==> src/rtl/operand_fetch.sv <==
// In-order operand fetch: queues dispatched {src1, src2, dst}, reads both sources from the
// register file for the head entry, then holds the result until issue. Option: OPF_CDB_BYPASS_EN.
module operand_fetch #(
  parameter int PRF_SIZE = 16,
  parameter int DEPTH    = 4
) (
  input  logic                clk,
  input  logic                rst,
  input  logic                in_valid,
  output logic                in_ready,
  input  logic [3:0]          in_src1,
  input  logic [3:0]          in_src2,
  input  logic [3:0]          in_dst,
  input  logic [PRF_SIZE-1:0] ready_regs,
  output logic                requesting,
  output logic [3:0]          requested_id,
  input  logic                prf_cdb_transmit,
  input  logic [3:0]          prf_cdb_id,
  input  logic [7:0]          prf_cdb_val,
  input  logic                shared_cdb_transmit,
  input  logic [3:0]          shared_cdb_id,
  input  logic [7:0]          shared_cdb_val,
  output logic                out_valid,
  input  logic                out_ready,
  output logic [3:0]          out_dst,
  output logic [7:0]          out_val1,
  output logic [7:0]          out_val2
);

  localparam int AW = (DEPTH > 1) ? $clog2(DEPTH) : 1;
  localparam int CW = AW + 1;

  typedef enum logic [1:0] {S_IDLE, S_SRC1, S_SRC2, S_OUT} state_t;

  typedef struct packed {
    logic [3:0] src1;
    logic [3:0] src2;
    logic [3:0] dst;
  } entry_t;

  state_t        state_q, state_d;
  logic [AW-1:0] wr_ptr_q, wr_ptr_d;
  logic [AW-1:0] rd_ptr_q, rd_ptr_d;
  logic [CW-1:0] count_q, count_d;
  entry_t        mem_q [DEPTH];
  entry_t        mem_d [DEPTH];
  logic [7:0]    val1_q, val1_d;
  logic [7:0]    val2_q, val2_d;

  entry_t     head;
  logic       push, pop, fetching, src_ready, snoop_hit, prf_hit, capture;
  logic [3:0] cur_src;
  logic [7:0] cap_val;

  always_comb begin
    head      = mem_q[rd_ptr_q];
    in_ready  = (count_q < CW'(DEPTH));
    push      = in_valid && in_ready;
    out_valid = (state_q == S_OUT);
    pop       = out_valid && out_ready;
    fetching  = (state_q == S_SRC1) || (state_q == S_SRC2);
    cur_src   = (state_q == S_SRC2) ? head.src2 : head.src1;
    src_ready = ready_regs[cur_src];
  end

`ifdef OPF_CDB_BYPASS_EN
  // A matching broadcast wins over the register file and suppresses the read request.
  always_comb begin
    snoop_hit = fetching && shared_cdb_transmit && (shared_cdb_id == cur_src);
    cap_val   = snoop_hit ? shared_cdb_val : prf_cdb_val;
  end
`else
  logic unused_shared;
  always_comb begin
    snoop_hit     = 1'b0;
    cap_val       = prf_cdb_val;
    unused_shared = ^{shared_cdb_transmit, shared_cdb_id, shared_cdb_val};
  end
`endif

  always_comb begin
    requesting   = fetching && src_ready && !snoop_hit;
    requested_id = fetching ? cur_src : 4'd0;
    prf_hit      = requesting && prf_cdb_transmit && (prf_cdb_id == cur_src);
    capture      = snoop_hit || prf_hit;
    out_dst      = out_valid ? head.dst : 4'd0;
    out_val1     = out_valid ? val1_q : 8'd0;
    out_val2     = out_valid ? val2_q : 8'd0;
  end

  always_comb begin
    mem_d    = mem_q;
    wr_ptr_d = wr_ptr_q;
    rd_ptr_d = rd_ptr_q;
    count_d  = count_q;
    if (push) begin
      mem_d[wr_ptr_q] = '{src1: in_src1, src2: in_src2, dst: in_dst};
      wr_ptr_d        = wr_ptr_q + 1'b1;
    end
    if (pop) begin
      rd_ptr_d = rd_ptr_q + 1'b1;
    end
    case ({push, pop})
      2'b10:   count_d = count_q + 1'b1;
      2'b01:   count_d = count_q - 1'b1;
      default: count_d = count_q;
    endcase
  end

  always_comb begin
    state_d = state_q;
    val1_d  = val1_q;
    val2_d  = val2_q;
    case (state_q)
      S_IDLE: begin
        if (count_q != '0) state_d = S_SRC1;
      end
      S_SRC1: begin
        if (capture) begin
          val1_d = cap_val;
          if (head.src2 == head.src1) begin
            val2_d  = cap_val;
            state_d = S_OUT;
          end else begin
            state_d = S_SRC2;
          end
        end
      end
      S_SRC2: begin
        if (capture) begin
          val2_d  = cap_val;
          state_d = S_OUT;
        end
      end
      S_OUT: begin
        if (pop) state_d = (count_d != '0) ? S_SRC1 : S_IDLE;
      end
      default: state_d = S_IDLE;
    endcase
  end

  always_ff @(posedge clk) begin
    if (rst) begin
      state_q  <= S_IDLE;
      wr_ptr_q <= '0;
      rd_ptr_q <= '0;
      count_q  <= '0;
      val1_q   <= '0;
      val2_q   <= '0;
      for (int i = 0; i < DEPTH; i++) mem_q[i] <= '0;
    end else begin
      state_q  <= state_d;
      wr_ptr_q <= wr_ptr_d;
      rd_ptr_q <= rd_ptr_d;
      count_q  <= count_d;
      val1_q   <= val1_d;
      val2_q   <= val2_d;
      mem_q    <= mem_d;
    end
  end

endmodule

==> config.mk <==
export PLATFORM = sky130hd
export DESIGN_NAME = operand_fetch
export DESIGN_NICKNAME = d
export VERILOG_FILES = /design/src/rtl/operand_fetch.sv
export SDC_FILE = /design/constraint.sdc
export NUM_CORES = 1
export LEC_CHECK = 0
export CAP_MARGIN = 30
export CORE_MARGIN = 3
export CORE_UTILIZATION = 35
export CTS_CLUSTER_SIZE = 20
export DETAILED_ROUTE_END_ITERATION = 10
export HOLD_SLACK_MARGIN = 0.06
export PLACE_DENSITY = 0.68
export SLEW_MARGIN = 0
export SYNTH_ARGS = -nofsm -noshare
export SYNTH_HDL_FRONTEND = slang
export SYNTH_SLANG_ARGS = --single-unit
==> constraint.sdc <==
create_clock -name clk -period 4.2 [get_ports clk]
set_input_delay 0.42 -clock clk [delete_from_list [all_inputs] [get_ports clk]]
set_output_delay 0.42 -clock clk [all_outputs]
set_load 0.005 [all_outputs]
* Word-level counts from Yosys, hierarchy flattened *
Cells that the tools add are included.

storage, ports and cells
  bits in registers = 73
  input port bits = 58
  output and inout bits = 27

operators by class
  add/subtract/negate cells = 4
  $lt $le $gt $ge = 5
  equality and inequality tests = 12
  mux-type cells = 25
  bitwise gates (word level) = 2
  reduce and logical (&&, ||, !) cells = 14

operators by type and width
  cell                                                                      count
  48-bit bitwise mux                                                        1
  8-bit two-way mux                                                         5
  12-bit two-way mux                                                        3
  12-bit binary-select mux with 2-bit select                                1
  12-bit demux with 2-bit select                                            1
  8-bit case mux with 2 select lines                                        1
  4-bit two-way mux                                                         3
  4-bit == test                                                             2
  2-bit two-way mux                                                         4
  2-bit case mux with 4 select lines                                        1
  4-bit AND reduction                                                       2
  2-bit == test (second input constant)                                     3
  3-bit greater-or-equal comparator (second input constant)                 2
  1-bit logical AND                                                         6
  2-bit inequality test (second input constant)                             3
  2-bit inverter with 3-bit output                                          2
  3-bit case mux with 2 select lines                                        1
  3-bit nonzero test                                                        2
  4-bit by 5-bit < comparator with 1-bit output (second input constant)     1
  2-bit by 1-bit adder with 2-bit output (second input constant)            2
  1-bit binary-select mux with 4-bit select                                 1
  2-bit by 1-bit == test with 1-bit output (second input constant)          2
  2-bit by 1-bit inequality test with 1-bit output (second input constant)  2
  3-bit by 1-bit adder with 3-bit output (second input constant)            1
  8 further kinds                                                           10

* Logic depth before layout (Yosys ltp) *
  depth in word-level cells = 12
  depth in mapped cells = 13

* Worst setup path after synthesis *
Ideal clock, no wire load.

  path type = reg-to-output
  start = reg state_q[0]
  end = out requesting
  arrival time = 2.846 ns
  setup slack = 0.934 ns
  stages on the path, launching flop included = 13
  path buffers = 3
  cells stage by stage = dfxtp_1 -> inv_1 -> ha_1 -> buf_2 -> nor2_1 -> a22oi_1 -> and2_4 -> buf_6 -> mux4_2 -> a22o_1 -> or3_1 -> clkbuf_1 -> and2_1

on the way
  longest elaborated chain between the ends = 5
  elaborated cells between the ends (all ways) = 7
  those cells by class = eq/ne: 2; mux: 3; reduce/logical: 2

RTL lines
  element                                    RTL line  text
  start, declared                            41        state_t state_q, state_d;
  start signal, assigned                     152       state_q <= state_d;
  2-bit == test                              61, 62
  4-bit two-way mux                          62        cur_src = (state_q == S_SRC2) ? head.src2 : head.src1;
  1-bit binary-select mux with 4-bit select  63        src_ready = ready_regs[cur_src];
  1-bit two-way mux (not written as such)    63
  1-bit logical AND *                        82        requesting = fetching && src_ready && !snoop_hit;
  end, declared                              15        output logic requesting,

Every way passes the cells marked *; elsewhere a longest branch is shown, timed or not. The select of a mux whose other input is x is not followed.

* Final worst setup path *
  start = reg rd_ptr_q[1]
  end = out requesting

on the way
  longest elaborated chain between the ends = 8

RTL lines
  element                                                 RTL line  text
  start, declared                                         43        logic [AW-1:0] rd_ptr_q, rd_ptr_d;
  start signal, assigned                                  154       rd_ptr_q <= rd_ptr_d;
  2-bit inverter with 3-bit output (not written as such)  56        head = mem_q[rd_ptr_q];
  12-bit binary-select mux with 2-bit select              56
  12-bit two-way mux (not written as such) (2 in series)  56
  4-bit two-way mux                                       62
  1-bit binary-select mux with 4-bit select               63
  1-bit two-way mux (not written as such)                 63
  1-bit logical AND                                       82

No other way between the ends. The select of a mux whose other input is x is not followed.

==> flow_metrics.tcl <==
set metrics [dict create \
    grt_max_degree 42 \
    start_kind "flop" \
    postSynthCellCount 451 \
    slew_headroom_pct 49.4 \
    synthFlopType "dfxtp_1" \
    busiest_layer "met2" \
    worstPathMaxFanout 14 \
    finalPower_uw 1760 \
    slew_violations 0 \
    routed_wl_mm 9.63 \
    diodes 0 \
    drive_gt1_share_pct 9.30 \
    ff2ff_setup_slack_ns 1.00 \
    synth_cell_type_count 39 \
    setup_tns_ns 0 \
    avgViaCountPerCell 5.04 \
    endpoint_kind "output pin" \
    crit_type "reg2out" \
    worst_skew_pair.late_latency_ns 0.33 \
    io_pins 85 \
    ant_nets 0 \
    pre_cts_slack_ns 0.323 \
    track_usage_pct 16.1 \
    first_pass_iters 6 \
    r2r-start "state_q[0]" \
    antenna_found_initial 0 \
    crit_arrival_ns 3.54 \
    period_minus_slack_ns 3.96 \
    synth_nets 520 \
    routedWlPerCell_um 14.8 \
    cts_root_buf "clkbuf_8" \
    drv_cap 0 \
    use_met2_pct 28.3 \
    crit_required_ns 3.78 \
    cts_made_buffers 9 \
    vias 3283 \
    std_cell_rows 37 \
    place_congestion 0.758 \
    crit_end "requesting" \
    startpoint "rd_ptr_q[1]" \
    syn_to_final_growth_pct 26.6 \
    die_w_um 110 \
    p_leak_uw 0.00181 \
    stdcell_area_um2 4830 \
    status "finished, final reports clean" \
    yosysTopAreaCellShare_pct 38.3 \
    ys_ff_latch 73 \
    synth_warnings 0 \
    avgSynthCellArea_um2 8.45 \
    grt.met1_usage_pct 20.5 \
    fin_ws_ns 0.235 \
    fin_skew_ns 0.00603 \
    clockBufferDepth 2 \
    grt_pass1_wl_mm 15.3 \
    ir_drop_mv 0.223 \
    cts.clk_slew.worst_paths_ns 0.07 \
    final_hold_viol_count 0 \
    power.density_nw_per_um2 364 \
    globalRouteOverflowTotal 0 \
    port_buffers 71 \
    cts_num_sinks 73 \
    hold_path_class "reg2reg" \
    r2r_end "val2_q[5]" \
    grt_setup_unrepaired "false" \
    synthTopCellsByArea "dfxtp_1, nand2_1, mux4_2, a21oi_1, xor2_1" \
    fmax_mhz 252 \
    drtIter0Drc 190 \
    htreeDepth 3 \
    grt_pass1_vias 3247 \
    use_met3_pct 3.79 \
    placed_cell_area_um2 4630 \
    synth-edff-count 0 \
    tightest_slew_ns 0.759 \
    synth_top_area_cell "dfxtp_1" \
    nets 583 \
    reg2regPathDepth 12 \
    async_reset_ff_share_pct 0 \
    setup_viol 0 \
    initial_core_util_pct 36.4 \
    dp_hpwl_mm 7.04 \
    period_share_pct 94.4 \
    cts_tree "yes" \
    cts_hold_buf 0 \
    die-area_um2 12200 \
    yosysSeqAreaShare_pct 38.3 \
    drc 0 \
    coreArea_um2 10500 \
    synth_area_um2 3810 \
    die_h_um 110 \
]
registers in the layout (all words and copies together), names as in the netlist:
signal,flops
val2_q,8
wr_ptr_q,2
count_q,3
rd_ptr_q,2
mem_q,48
val1_q,8
state_q,2
area by class of cell:
class	count	area, um2
repair buffers	79	766
multi-input cells	340	2220
clock inverters	4	47.5
well taps	136	170
clock buffers	9	124
flip-flops and latches	73	1460
fillers	1041	5640
inverters	11	41.3
critical path, cell delays in order (launching register included):
cell	delay, ns
dfxtp_1	0.39
buf_4	0.32
mux4_2	0.58
mux2i_4	0.26
mux4_2	0.34
a22o_1	0.30
or3_4	0.40
and2_1	0.18
clkdlybuf4s50_1	0.44
per-layer routing:
| layer | vias up | part of all wire, % |
|---|---|---|
| li1 | 1641 | - |
| met1 | 1527 | 45 |
| met2 | 113 | 48 |
| met3 | 2 | 7.5 |
| met4 | 0 | 0.15 |
| met5 | - | 0 |
where the power goes:
| group | internal [uW] | switching (uW) |
|---|---|---|
| combinational | 238 | 269 |
| clock | 262 | 231 |
| sequential | 727 | 30.0 |
| total | 1230 | 530 |
cell usage after synthesis, types with 2 or more instances:
master      n
ha_1       10
and2_1     26
nand3_1    10
and3_1      4
buf_1       2
a21oi_1    61
clkbuf_1   20
dfxtp_1    73
mux4_2     14
nor2b_1     8
mux2i_1    15
xnor2_1     3
inv_1      11
a211oi_1    3
buf_2       3
nand2_1   110
o21ai_0    11
mux2i_2     2
xor2_1     21
buf_6       2
nor2_1     20
or3_1       2
nor4_1      4
cells by family (layout without fill, tap and decap cells):
family | count (synthesis) | in the layout | synth area share (%)
flip-flops | 73 | 73 | 38.3
AND/OR/NAND/NOR | 188 | 188 | 22.1
adder cells (fa/ha/maj) | 11 | 11 | 3.81
multiplexers | 32 | 32 | 13.3
XOR/XNOR | 24 | 24 | 5.52
buffers and inverters | 38 | 103 | 4.23
AO/OA/AOI/OAI | 85 | 85 | 12.6
cell usage in the layout, fill, tap and decap left out, types with 2 or more instances in the layout:
| cell | netlist | final |
|---|---|---|
| and3_1 | 4 | 4 |
| clkdlybuf4s50_1 | 0 | 70 |
| nand3_1 | 10 | 10 |
| mux4_2 | 14 | 14 |
| o21ai_0 | 11 | 11 |
| mux2i_1 | 15 | 15 |
| buf_4 | 0 | 8 |
| a211oi_1 | 3 | 3 |
| xor2_1 | 21 | 21 |
| nor4_1 | 4 | 4 |
| nor2b_1 | 8 | 8 |
| xnor2_1 | 3 | 3 |
| nand2_1 | 110 | 110 |
| dfxtp_1 | 73 | 73 |
| inv_1 | 11 | 11 |
| a21oi_1 | 61 | 61 |
| ha_1 | 10 | 9 |
| and2_1 | 26 | 26 |
| clkinv_2 | 0 | 2 |
| clkbuf_8 | 0 | 9 |
| nor2_1 | 20 | 20 |
metrics by stage:
stage | utilization, % | instances | hold WS [ns]
2_1_floorplan | - | 451 | 0.433
5_1_grt | 46.1 | 652 | 0.481
3_3_place_gp | 44.2 | 639 | 0.439
3_5_place_dp | 44.2 | 639 | 0.452
6_report | 46.1 | 652 | 0.459
4_1_cts | 46.0 | 652 | 0.462
repair_timing:
item | CTS | global route
endpoints found under the setup margin | 1 | 1
setup buffers | 0 | 0
endpoints found under the hold margin | 0 | 0
resized for setup | 2 | 3
worst min path at each step:
| stage | end | cells past startpoint | start | slack [ns] |
|---|---|---|---|---|
| 3_3_place_gp | mem_q[13] | 2 | mem_q[13] | 0.44 |
| 4_1_cts | mem_q[13] | 2 | mem_q[13] | 0.46 |
| 2_1_floorplan | mem_q[15] | 2 | mem_q[15] | 0.43 |
| 3_5_place_dp | mem_q[13] | 2 | mem_q[13] | 0.45 |
| 6_report | mem_q[37] | 2 | mem_q[37] | 0.46 |
| 5_1_grt | mem_q[3] | 2 | mem_q[3] | 0.48 |
No activity file was read; power rests on OpenSTA's default activity.
